==> src/rtl/alu_pkg.sv <==
// Shared definitions for the sequential ALU: op-code encoding and FSM states.
// Also imported by the control unit so both sides agree on alu_ctr values.
package alu_pkg;

  localparam logic [2:0] ALU_AND  = 3'b000;
  localparam logic [2:0] ALU_OR   = 3'b001;
  localparam logic [2:0] ALU_ADD  = 3'b010;
  localparam logic [2:0] ALU_MULT = 3'b011;
  localparam logic [2:0] ALU_SLT  = 3'b100;
  localparam logic [2:0] ALU_NOR  = 3'b101;
  localparam logic [2:0] ALU_SUB  = 3'b110;
  localparam logic [2:0] ALU_XOR  = 3'b111;

  typedef enum logic [1:0] {
    IDLE = 2'd0,
    MUL  = 2'd1,
    DONE = 2'd2
  } alu_state_e;

  // SLT is evaluated through the same a + ~b + 1 adder as SUB.
  function automatic logic op_uses_sub(input logic [2:0] op);
    return (op == ALU_SUB) || (op == ALU_SLT);
  endfunction

endpackage

==> src/rtl/alu_mult_iter.sv <==
// Iterative shift-add unsigned multiplier, one partial product per clock.
// Compiled only when ALU_MULT_EN is defined.
`ifdef ALU_MULT_EN
module alu_mult_iter #(
  parameter int WIDTH = 32
) (
  input  logic               clk,
  input  logic               rst_n,
  input  logic               load,
  input  logic               step,
  input  logic [WIDTH-1:0]   a,
  input  logic [WIDTH-1:0]   b,
  output logic               last,
  output logic [2*WIDTH-1:0] prod_next
);

  localparam int CW = $clog2(WIDTH);

  logic [WIDTH-1:0] acc_q, acc_d;
  logic [WIDTH-1:0] mpl_q, mpl_d;
  logic [WIDTH-1:0] mcand_q, mcand_d;
  logic [CW-1:0]    cnt_q, cnt_d;

  logic [WIDTH-1:0] src_acc, src_mpl, src_mcand;
  logic [WIDTH:0]   sum;

  // The load edge already performs iteration 0 on the fresh operands, so the
  // remaining WIDTH-1 iterations fit in the WIDTH-1 busy cycles.
  always_comb begin
    src_acc   = load ? '0 : acc_q;
    src_mpl   = load ? b  : mpl_q;
    src_mcand = load ? a  : mcand_q;
    sum       = {1'b0, src_acc} + (src_mpl[0] ? {1'b0, src_mcand} : '0);
    prod_next = {sum, src_mpl[WIDTH-1:1]};

    acc_d   = acc_q;
    mpl_d   = mpl_q;
    mcand_d = mcand_q;
    cnt_d   = cnt_q;
    if (load || step) begin
      acc_d   = sum[WIDTH:1];
      mpl_d   = {sum[0], src_mpl[WIDTH-1:1]};
      mcand_d = src_mcand;
      cnt_d   = load ? '0 : cnt_q + CW'(1);
    end
  end

  assign last = (cnt_q == CW'(WIDTH-2));

  always_ff @(posedge clk) begin
    if (!rst_n) cnt_q <= '0;
    else        cnt_q <= cnt_d;
  end

  // NOTE: datapath registers carry no reset; load always initialises them
  // before any value is consumed, so a reset would only add fan-out.
  always_ff @(posedge clk) begin
    acc_q   <= acc_d;
    mpl_q   <= mpl_d;
    mcand_q <= mcand_d;
  end

endmodule
`endif

==> src/rtl/alu_nbit_seq.sv <==
// WIDTH-bit registered ALU with start/busy/done handshake for the execute stage.
// Define ALU_MULT_EN to build the iterative multiplier; otherwise MULT returns 0.
module alu_nbit_seq #(
  parameter int WIDTH = 32
) (
  input  logic             clk,
  input  logic             rst_n,
  input  logic             start,
  input  logic [2:0]       alu_ctr,
  input  logic [WIDTH-1:0] a,
  input  logic [WIDTH-1:0] b,
  output logic             busy,
  output logic             done,
  output logic [WIDTH-1:0] result,
  output logic [WIDTH-1:0] result_hi,
  output logic             c_out,
  output logic             overflow,
  output logic             zero
);

  import alu_pkg::*;

  alu_state_e       state_q, state_d;
  logic             busy_q, busy_d;
  logic             done_q, done_d;
  logic [WIDTH-1:0] result_q, result_d;
  logic [WIDTH-1:0] result_hi_q, result_hi_d;
  logic             c_out_q, c_out_d;
  logic             overflow_q, overflow_d;
  logic             zero_q, zero_d;

  logic             sub_op;
  logic [WIDTH-1:0] b_eff;
  logic [WIDTH:0]   sum_ext;
  logic             add_ovf;
  logic             slt_bit;
  logic [WIDTH-1:0] op_res;
  logic             op_c;
  logic             op_v;
  logic             take_mult;

  always_comb begin
    sub_op  = op_uses_sub(alu_ctr);
    b_eff   = sub_op ? ~b : b;
    sum_ext = {1'b0, a} + {1'b0, b_eff} + {{WIDTH{1'b0}}, sub_op};
    add_ovf = (a[WIDTH-1] == b_eff[WIDTH-1]) && (sum_ext[WIDTH-1] != a[WIDTH-1]);
    // Sign of the exact difference: flipping on overflow keeps SLT correct.
    slt_bit = sum_ext[WIDTH-1] ^ add_ovf;
  end

  always_comb begin
    // NOTE: every output of this block gets a default first, so no path can
    // leave a value unassigned and infer a latch.
    op_res = '0;
    op_c   = 1'b0;
    op_v   = 1'b0;
    case (alu_ctr)
      ALU_AND: op_res = a & b;
      ALU_OR:  op_res = a | b;
      ALU_NOR: op_res = ~(a | b);
      ALU_XOR: op_res = a ^ b;
      ALU_ADD, ALU_SUB: begin
        op_res = sum_ext[WIDTH-1:0];
        op_c   = sum_ext[WIDTH];
        op_v   = add_ovf;
      end
      ALU_SLT: op_res = {{(WIDTH-1){1'b0}}, slt_bit};
      default: ;
    endcase
  end

`ifdef ALU_MULT_EN
  logic               mul_load;
  logic               mul_step;
  logic               mul_last;
  logic [2*WIDTH-1:0] mul_prod;

  assign take_mult = (alu_ctr == ALU_MULT);
  assign mul_load  = start && take_mult && (state_q != MUL);
  assign mul_step  = (state_q == MUL);

  alu_mult_iter #(.WIDTH(WIDTH)) u_mult (
    .clk       (clk),
    .rst_n     (rst_n),
    .load      (mul_load),
    .step      (mul_step),
    .a         (a),
    .b         (b),
    .last      (mul_last),
    .prod_next (mul_prod)
  );
`else
  assign take_mult = 1'b0;
`endif

  always_comb begin
    state_d     = state_q;
    result_d    = result_q;
    result_hi_d = result_hi_q;
    c_out_d     = c_out_q;
    overflow_d  = overflow_q;
    zero_d      = zero_q;
    case (state_q)
      MUL: begin
`ifdef ALU_MULT_EN
        if (mul_last) begin
          state_d     = DONE;
          result_d    = mul_prod[WIDTH-1:0];
          result_hi_d = mul_prod[2*WIDTH-1:WIDTH];
          c_out_d     = 1'b0;
          overflow_d  = 1'b0;
          zero_d      = ~|mul_prod[WIDTH-1:0];
        end
`else
        state_d = IDLE;
`endif
      end
      default: begin
        if (!start) begin
          state_d = IDLE;
        end else if (take_mult) begin
          state_d = MUL;
        end else begin
          state_d     = DONE;
          result_d    = op_res;
          result_hi_d = '0;
          c_out_d     = op_c;
          overflow_d  = op_v;
          zero_d      = ~|op_res;
        end
      end
    endcase
    busy_d = (state_d == MUL);
    done_d = (state_d == DONE);
  end

  // NOTE: state and outputs use non-blocking assignments so every flop
  // samples the pre-edge values regardless of statement order.
  always_ff @(posedge clk) begin
    if (!rst_n) begin
      state_q     <= IDLE;
      busy_q      <= 1'b0;
      done_q      <= 1'b0;
      result_q    <= '0;
      result_hi_q <= '0;
      c_out_q     <= 1'b0;
      overflow_q  <= 1'b0;
      zero_q      <= 1'b1;
    end else begin
      state_q     <= state_d;
      busy_q      <= busy_d;
      done_q      <= done_d;
      result_q    <= result_d;
      result_hi_q <= result_hi_d;
      c_out_q     <= c_out_d;
      overflow_q  <= overflow_d;
      zero_q      <= zero_d;
    end
  end

  assign busy      = busy_q;
  assign done      = done_q;
  assign result    = result_q;
  assign result_hi = result_hi_q;
  assign c_out     = c_out_q;
  assign overflow  = overflow_q;
  assign zero      = zero_q;

endmodule

==> config.mk <==
export PLATFORM = sky130hd
export DESIGN_NAME = alu_nbit_seq
export DESIGN_NICKNAME = d
export VERILOG_FILES = /design/src/rtl/alu_pkg.sv /design/src/rtl/alu_mult_iter.sv /design/src/rtl/alu_nbit_seq.sv
export SDC_FILE = /design/constraint.sdc
export NUM_CORES = 1
export LEC_CHECK = 0
export CORE_MARGIN = 3
export CORE_UTILIZATION = 48
export CTS_BUF_LIST = sky130_fd_sc_hd__clkbuf_4 sky130_fd_sc_hd__clkbuf_8
export DETAILED_ROUTE_END_ITERATION = 10
export GPL_TIMING_DRIVEN = 1
export PLACE_DENSITY = 0.87
export SLEW_MARGIN = 10
export SYNTH_ARGS = -nofsm -noshare
export SYNTH_HDL_FRONTEND = slang
export SYNTH_SLANG_ARGS = --single-unit
==> constraint.sdc <==
create_clock -name clk -period 4.6 [get_ports clk]
set_input_delay 0.92 -clock clk [delete_from_list [all_inputs] [get_ports clk]]
set_output_delay 0.92 -clock clk [all_outputs]
set_load 0.02 [all_outputs]
==> results of run 1 <==
==> flip-flops by register name (all words and copies together) (netlist names) <==
name and flops:
c_out 1, result 32, overflow 1, zero 1
done 1
==> final cells by class <==
cell class / instances / area (µm²) / share of cell area [%]
clock inverter: 1 / 5.005 / 0.06718
inverter: 78 / 292.8 / 3.930
clock buffer: 6 / 76.32 / 1.025
tap: 168 / 210.2 / 2.822
timing repair buffer: 161 / 1474 / 19.78
multi-input combinational: 654 / 4671 / 62.70
sequential: 36 / 720.7 / 9.674
==> metal layers <==
layer	vias up	GRT usage, %
met5	-	0
met4	0	7.985
met3	41	2.739
met2	269	38.70
met1	2852	33.67
li1	3031	-
==> path summary, 6_finish.rpt <==
kind,from,cells after the start,endpoint
setup / recovery,b[0],14,zero$_SDFFE_PN1P_
hold / removal,result[19]$_SDFFE_PN0P_,2,result[19]$_SDFFE_PN0P_
setup reg to reg,zero$_SDFFE_PN1P_,3,zero$_SDFFE_PN1P_
hold reg to reg,result[19]$_SDFFE_PN0P_,2,result[19]$_SDFFE_PN0P_
==> power groups by stage <==
stage	clock, µW	combinational, µW	sequential [µW]
after floorplan	0	609	387
after global placement	0	955	358
after detailed placement	0	970	359
after CTS	216	975	352
after global routing	226	1090	354
final	215	992	352
==> cells by family (layout without fill, tap and decap cells) <==
kind of cell / after synthesis / count (layout) / share of synthesized area, %
AO/OA/AOI/OAI: 233 / 233 / 25.98
AND/OR/NAND/NOR: 200 / 200 / 15.82
adder cells (fa/ha/maj): 97 / 97 / 20.42
XOR/XNOR: 83 / 83 / 12.15
multiplexers: 8 / 8 / 1.381
buffers and inverters: 155 / 246 / 12.13
other: 1 / 33 / 0.06270
flip-flops: 36 / 36 / 12.05
==> critical path: stages <==
cell and delay, ps:
clkdlybuf4s50_1 610, nor3b_4 80, a21o_1 170, fa_1 440
a211oi_2 320, nor2_1 110, xor2_1 150, a221oi_1 440
nor4bb_1 340, nand3_1 130, nor4_1 290, nand4_1 140
nor4_1 330, a41o_1 210
==> placed cells by master, fill, tap and decap left out, types with 24 or more instances in the layout <==
| cell | Yosys | routed |
|---|---|---|
| ha_1 | 96 | 96 |
| conb_1 | 1 | 33 |
| dfxtp_1 | 36 | 36 |
| clkdlybuf4s50_1 | 0 | 103 |
| a21oi_1 | 66 | 65 |
| xor2_1 | 38 | 38 |
| o21ai_0 | 50 | 50 |
| buf_4 | 35 | 55 |
| nor2_1 | 62 | 62 |
| nand2_1 | 64 | 63 |
| inv_1 | 78 | 78 |
| a211oi_1 | 25 | 24 |
| xnor2_1 | 45 | 45 |
==> repair_timing <==
item	CTS	global route
gates resized for setup	0	1
setup endpoints to repair	0	1
hold buffers	0	0
==> through the flow <==
stage / instances / setup TNS [ps]
2_1_floorplan: 845 / 0
3_3_place_gp: 1097 / -26.31
3_5_place_dp: 1097 / -97.30
4_1_cts: 1104 / 0
5_1_grt: 1104 / 0
6_report: 1104 / 0
==> qor.yml, run 1 <==
r2r_setup_slack_ps: 3840
ys.warnings.count: 0
pin_count: 139
path_max_fanout: 5
synth.area.top_cells: "ha_1 (20%), dfxtp_1 (12%), xnor2_1 (6.6%), xor2_1 (5.6%), a21oi_1 (5.5%)"
max-vdd-ir-drop_mv: 0.1067
setup_viol: 0
initial_core_util_pct: 49.38
top_layer: "met4"
synth_area_per_cell_um2: 7.356
min_period_over_period_pct: 96.77
drive_gt1_share_pct: 8.547
dpl_cell_area_mm2: 0.007365
grt_pass1_wl_um: 28460
synth-edff-count: 0
internal_power_uw: 881.3
antenna_found_initial: 0
critical_path_class: "input pin to flop"
place_congestion: 1.043
fillerInstances: 1101
critPathLaunchType: "input pin"
min_path_type: "flop to flop"
ant_nets: 0
wl_met3_um: 1353
drt_first_iter_violations: 690
synth_top_area_share_pct: 20.08
die_area_mm2: 0.01384
synth_area_mm2: 0.005981
rsz0062_at_grt: "false"
routed_wl_um: 17380
whs_ps: 469.5
status: "finished clean"
ys_seq_area_share_pct: 12.05
cts_tree: "built"
synth-seq-cells: 36
hpwl_um: 14270
grt_usage_pct: 24.12
post-place-ws_ps: -97.30
htree_levels: 2
stdcell_area_mm2: 0.007450
grt_overflow: 0
nNetsFinal: 1103
p_sw_share_pct: 43.46
slew_headroom_pct: 38.46
clkPwrFrac_pct: 13.8
cp.required_ps: 4830
power_per_cell_area_mw_per_mm2: 209.2
synth_commonest_cells: "ha_1 (96), inv_1 (78), a21oi_1 (66), nand2_1 (64), nor2_1 (62)"
postSynth.asyncResetShare_pct: 0
viasPerCell: 5.610
syn_inst: 813
postCtsSetupRepairBufs: 0
yosysMostFrequentCell: "ha_1"
routedWlPerCell_um: 15.74
timing.final.ws_setup_ps: 148.4
cts_root_buffer: "clkbuf_8"
fp.dieH_um: 117.6
grt_start_max_net_pins: 66
p_seq_share_pct: 22.6
end_kind: "flop"
wl_met2_um: 7803
dieWidth_um: 117.6
leakage_uw: 0.003410
hold_violations: 0
antenna_cells: 0
total_power_uw: 1559
grt_pass1_vias: 5855
io_buffer_count: 105
row_count: 40
final_core_util_pct: 61.51
netlist-cell-type-count: 69
clk_latency_ps: 280
clkSinkCount: 36
core_mm2: 0.01211
switching_power_uw: 677.4
maxCapViolations: 0
numCtsBuffers: 5
finalMaxSlewViolations: 0
path_clk_slew_ps: 70
tightestPinTransition_ps: 922.1
cts_max_path_buffers: 2
cp.arrival_ps: 4680
combPwrFrac_pct: 63.6
wl_met1_um: 7772
yosysTopAreaCell: "ha_1"
synth_flop_cell: "dfxtp_1"
finalCriticalPeriod_ps: 4452
clock_skew_ps: 0
num_vias: 6193
fmax_mhz: 224.6
drc: 0
drtPass1Iterations: 5
syn_to_final_growth_pct: 24.56
No activity file was read; power rests on OpenSTA's default activity.
==> inputs of run 2 (changes only) <==
--- a/config.mk
+++ b/config.mk
@@ -6,11 +6,11 @@
 export NUM_CORES = 1
 export LEC_CHECK = 0
 export CORE_MARGIN = 3
-export CORE_UTILIZATION = 48
+export CORE_UTILIZATION = 35
 export CTS_BUF_LIST = sky130_fd_sc_hd__clkbuf_4 sky130_fd_sc_hd__clkbuf_8
 export DETAILED_ROUTE_END_ITERATION = 10
 export GPL_TIMING_DRIVEN = 1
-export PLACE_DENSITY = 0.87
+export PLACE_DENSITY = 0.69
 export SLEW_MARGIN = 10
 export SYNTH_ARGS = -nofsm -noshare
 export SYNTH_HDL_FRONTEND = slang
==> qor.yml, run 2 (same netlist as run 1, synthesis figures left out) <==
core_mm2: 0.01664  # +37%
grt_overflow: 0  # unchanged
min_path_type: "flop to flop"
path_clk_slew_ps: 70  # about the same
hold_start: "overflow$_SDFFE_PN0P_"
min_period_over_period_pct: 95.07  # -1.7 points
reg2reg_to: "zero$_SDFFE_PN1P_"
rsz0062_at_grt: "false"
cts_max_path_buffers: 2  # unchanged
grt_usage_pct: 19.26  # -4.9 points
ant_nets: 0  # unchanged
numCtsBuffers: 5  # unchanged
die_area_mm2: 0.01869  # +35%
viasPerCell: 5.228  # -6.8%
cts_hold_buffers: 0  # unchanged
min_path_cells: 2  # unchanged
postCtsSetupRepairBufs: 0  # unchanged
clk_latency_ps: 290  # about the same
clkSinkCount: 36  # unchanged
io_buffer_count: 105  # unchanged
htree_levels: 2  # unchanged
max-vdd-ir-drop_mv: 0.1320  # +24%
drive_gt1_share_pct: 10.74  # +2.2 points
slew_headroom_pct: 37.48  # -0.98 points
finalCriticalPeriod_ps: 4373  # -78.52 ps
place_congestion: 0.9999  # -4.1%
row_count: 47  # +18%
routedWlPerCell_um: 15.89  # +0.94%
rr_worst_depth: 3  # unchanged
grt_pass1_wl_um: 29290  # +2.9%
r2r_setup_slack_ps: 3800  # -40 ps
cts_root_buffer: "clkbuf_8"
largest_reg_flops: 32  # unchanged
hold-path-endpoint: "overflow$_SDFFE_PN0P_"
status: "finished clean"
grt_pass1_vias: 5699  # -2.7%
cp.required_ps: 4830  # about the same
fmax_mhz: 228.7  # +1.8%
whs_ps: 478.2  # +8.749 ps
dp_cells: 1171  # +6.7%
hpwl_um: 15370  # +7.7%
cts_resized: 0  # unchanged
maxCapViolations: 0  # unchanged
num_vias: 6164  # -0.47%
r2r-start: "zero$_SDFFE_PN1P_"
critPathLaunchType: "input pin"
final_cell_mix: "clkdlybuf4s50_1 (103), ha_1 (96), inv_1 (78)"
antenna_found_initial: 0  # unchanged
tightestPinTransition_ps: 936.8  # +14.67 ps
hold_violations: 0  # unchanged
layout.cells.most_common: "clkdlybuf4s50_1"
dieWidth_um: 136.7  # +16%
pin_count: 139  # unchanged
finalMaxSlewViolations: 0  # unchanged
drt_first_iter_violations: 645  # -6.5%
cts_tree: "built"
drtPass1Iterations: 5  # unchanged
antenna_cells: 0  # unchanged
initial_core_util_pct: 35.94  # -13 points
leakage_uw: 0.003529  # +3.5%
instances_no_fill: 1179  # +6.8%
grt_start_max_net_pins: 66  # unchanged
clock_skew_ps: 0  # unchanged
end_kind: "flop"
path_max_fanout: 17  # +12
syn_to_final_growth_pct: 28.93
routed_wl_um: 18730  # +7.8%
fp.dieH_um: 136.7  # +16%
nNetsFinal: 1125  # +2.0%
cp.arrival_ps: 4610  # -70 ps
setup_viol: 0  # unchanged
tns_ps: 0  # unchanged
drc: 0  # unchanged
critical_path_class: "input pin to flop"
power_per_cell_area_mw_per_mm2: 211.5  # +1.1%
==> run 2: cell types whose count changed in the layout (fill, tap and decap cells not counted), sizes merged <==
cell    change
buf        +22
clkinv      -1
clkbuf      +2
==> run 2: where the power goes <==
group          leakage, µW  switching [µW]  total (µW)  internal (µW)
Combinational      0.00318             568        1040            470
Clock            0.0000523             107         241            134
Sequential        0.000298            14.6         352            337
==> run 2: layout make-up <==
| type | count | area (µm²) |
|---|---|---|
| sequential | 36 | 720.7 |
| clock buffer | 8 | 97.59 |
| timing repair buffer | 183 | 1652 |
| inverter | 78 | 292.8 |
| multi-input combinational | 654 | 4673 |
| fill | 1708 | 8931 |
| tap | 220 | 275.3 |
==> run 2: metal layers <==
layer	wire length, µm	share of wire (%)	track usage [%]
met5	0	0	0
met4	305	1.6	4.367
met3	1052	5.6	1.691
met2	8703	46	32.09
met1	8670	46	26.94
==> run 2: worst max-delay path by stage <==
stage	from	end	slack (ps)
2_1_floorplan	alu_ctr[2]	zero$_SDFFE_PN1P_	8
3_3_place_gp	alu_ctr[0]	zero$_SDFFE_PN1P_	-30
3_5_place_dp	alu_ctr[0]	zero$_SDFFE_PN1P_	-90
4_1_cts	alu_ctr[0]	zero$_SDFFE_PN1P_	190
5_1_grt	alu_ctr[0]	zero$_SDFFE_PN1P_	30
6_report	alu_ctr[0]	zero$_SDFFE_PN1P_	230
==> run 2: stage by stage <==
stage / area, µm² / setup slack [ps] / total power (µW) / util, %
floorplan: 6111 / 8.409 / 996.1 / -
global placement: 7607 / -29.11 / 1369 / 45.71
detailed placement: 7607 / -91.21 / 1379 / 45.71
CTS: 7705 / 194.6 / 1622 / 46.30
global route: 7711 / 31.17 / 1746 / 46.33
finish: 7711 / 227.0 / 1631 / 46.33
==> run 2: worst max-delay path, stage by stage <==
cell             delay [ps]
clkdlybuf4s50_1         470
inv_1                    60
nand2_2                  70
buf_12                  170
xnor2_1                 140
ha_1                    270
buf_4                   150
a211oi_2                300
o21a_2                  220
o21ai_2                  90
a311oi_4                330
o221ai_1                230
xor2_1                  180
a21oi_1                 330
nand4_1                 160
nor4_2                  310
a41o_1                  200
==> inputs of run 3 (changes only) <==
--- a/config.mk
+++ b/config.mk
@@ -10,7 +10,7 @@
 export CTS_BUF_LIST = sky130_fd_sc_hd__clkbuf_4 sky130_fd_sc_hd__clkbuf_8
 export DETAILED_ROUTE_END_ITERATION = 10
 export GPL_TIMING_DRIVEN = 1
-export PLACE_DENSITY = 0.69
+export PLACE_DENSITY = 0.72
 export SLEW_MARGIN = 10
 export SYNTH_ARGS = -nofsm -noshare
 export SYNTH_HDL_FRONTEND = slang
==> qor.yml, run 3 (same netlist as run 1, synthesis figures left out) <==
status: "finished clean"
layout.cells.most_common: "clkdlybuf4s50_1"
drt_first_iter_violations: 462  # -28%
drtPass1Iterations: 7  # +2
io_buffer_count: 105  # unchanged
drive_gt1_share_pct: 10.82  # +0.082 points
cts_resized: 0  # unchanged
min_path_type: "flop to flop"
rr_worst_depth: 3  # unchanged
stdcell_area_mm2: 0.007734  # +0.29%
slowest_delay_ps: 470  # about the same
finalCriticalPeriod_ps: 4329  # -43.58 ps
nNetsFinal: 1127  # +0.18%
fmax_mhz: 231.0  # +1.0%
critical-path-top-delay-family: "compound AO/OA/AOI/OAI gates"
internal_power_uw: 980.1  # +4.2%
routedWlPerCell_um: 15.76  # -0.80%
cts_tree: "built"
dieWidth_um: 136.7  # unchanged
clk_latency_ps: 280  # about the same
grt_overflow: 0  # unchanged
setup.worst_path.end: "zero$_SDFFE_PN1P_"
die_area_mm2: 0.01869  # unchanged
place_congestion: 0.9615  # -3.8%
num_vias: 6254  # +1.5%
hpwl_um: 15150  # -1.4%
fp.dieH_um: 136.7  # unchanged
end_kind: "flop"
cp.required_ps: 4840  # about the same
antenna_found_initial: 0  # unchanged
cts_max_path_buffers: 2  # unchanged
row_count: 47  # unchanged
hold_violations: 0  # unchanged
clock_skew_ps: 0  # unchanged
cts_hold_buffers: 0  # unchanged
reg2reg_to: "zero$_SDFFE_PN1P_"
clkSinkCount: 36  # unchanged
postCtsSetupRepairBufs: 0  # unchanged
grt_pass1_vias: 5817  # +2.1%
dpl_cell_area_mm2: 0.007622  # +0.20%
path_depth: 16  # -1
grt_start_max_net_pins: 66  # unchanged
max-vdd-ir-drop_mv: 0.1233  # -6.6%
p_seq_share_pct: 21.0  # -0.6 points
critPathLaunchType: "input pin"
setup_viol: 0  # unchanged
cp.arrival_ps: 4560  # -50 ps
final_core_util_pct: 46.47  # +0.14 points
cpMaxStageDelayCell: "clkdlybuf4s50_1"
ant_nets: 0  # unchanged
antenna_cells: 0  # unchanged
r2r_setup_slack_ps: 3820  # +20 ps
htree_levels: 2  # unchanged
drc: 0  # unchanged
worst-path-buf-inv: 3  # -1
path_cells: "clkdlybuf4s50_1, inv_1, nand2_2, buf_12, xnor2_1, fa_1, a211oi_2, o21a_2, o21ai_2, a311oi_4, xor2_1, o2111ai_1, nor4_1, nand4_1, nor4_1, a41o_1"
largest_reg_flops: 32  # unchanged
pin_count: 139  # unchanged
tightestPinTransition_ps: 921.4  # -15.32 ps
numCtsBuffers: 5  # unchanged
rsz0062_at_grt: "false"
viasPerCell: 5.296  # +1.3%
power_per_cell_area_mw_per_mm2: 216.9  # +2.5%
grt_usage_pct: 19.34  # +0.082 points
combPwrFrac_pct: 62.4  # -1.2 points
maxCapViolations: 0  # unchanged
finalMaxSlewViolations: 0  # unchanged
final_cell_mix: "clkdlybuf4s50_1 (103), ha_1 (96), inv_1 (78), buf_4 (78), a21oi_1 (66)"
p_sw_share_pct: 41.56  # -0.76 points
leakage_uw: 0.003544  # +0.42%
path_common_cell: "nor4_1"
syn_to_final_growth_pct: 29.31
r2r-start: "zero$_SDFFE_PN1P_"
critical_path_class: "input pin to flop"
initial_core_util_pct: 35.94  # unchanged
slew_headroom_pct: 38.50  # +1.0 points
min_period_over_period_pct: 94.12  # -0.95 points
hold_start: "result[3]$_SDFFE_PN0P_"
switching_power_uw: 697.1  # +0.98%
clkPwrFrac_pct: 16.6  # +1.8 points
path_max_fanout: 20  # +3
fillerInstances: 1662  # -2.7%
path_clk_slew_ps: 70  # about the same
routed_wl_um: 18610  # -0.63%
grt_pass1_wl_um: 29290  # unchanged
core_mm2: 0.01664  # unchanged
setup.worst_path.start: "alu_ctr[0]"
tns_ps: 0  # unchanged
cts_root_buffer: "clkbuf_8"
==> run 3: through the flow <==
step | instances | hold slack, ps | power (µW) | setup WS [ps]
after floorplan | 845 | 547.7 | 996.1 | 8.409
after global placement | 1173 | 460.2 | 1386 | 80.76
after detailed placement | 1173 | 462.8 | 1391 | 15.77
after CTS | 1181 | 475.2 | 1673 | 314.4
after global routing | 1181 | 495.5 | 1799 | 55.45
final | 1181 | 471.0 | 1677 | 270.5
==> run 3: worst min path at each step <==
stage | end | slack, ps | cells after the start
6_report | result[3]$_SDFFE_PN0P_ | 470 | 2
4_1_cts | result[3]$_SDFFE_PN0P_ | 480 | 2
3_5_place_dp | result[3]$_SDFFE_PN0P_ | 460 | 2
5_1_grt | result[5]$_SDFFE_PN0P_ | 500 | 2
2_1_floorplan | overflow$_SDFFE_PN0P_ | 550 | 2
3_3_place_gp | result[18]$_SDFFE_PN0P_ | 460 | 1
==> run 3: worst reg2reg max path, delay by kind of cell, from the launching register on <==
kind	cells	cell delay (ps)
AOI/OAI and AO/OA	2	300
DFF	1	330
buffers and inverters	1	50
==> run 3: power by group through the flow <==
stage / clock (µW) / combinational [µW] / sequential (µW)
detailed placement: 0 / 1030 / 359
CTS: 283 / 1040 / 352
global route: 295 / 1150 / 354
global placement: 0 / 1030 / 358
floorplan: 0 / 609 / 387
finish: 278 / 1050 / 352
==> run 3: final cells by class <==
class / instances / area, µm² / area share (%)
Multi-Input combinational cell: 654 / 4667 / 60.35
Inverter: 78 / 292.8 / 3.786
Clock buffer: 6 / 76.32 / 0.9869
Sequential cell: 36 / 720.7 / 9.319
Timing Repair Buffer: 185 / 1667 / 21.55
Clock inverter: 2 / 35.03 / 0.4530
Tap cell: 220 / 275.3 / 3.559
==> run 3: layer usage <==
| metal | part of all wire [%] | vias to the layer above | global-route usage [%] |
|---|---|---|---|
| li1 | - | 3090 | - |
| met2 | 44 | 201 | 30.91 |
| met5 | 0 | - | 0 |
| met3 | 5.7 | 41 | 2.132 |
| met4 | 2.6 | 0 | 6.215 |
| met1 | 47 | 2922 | 27.13 |
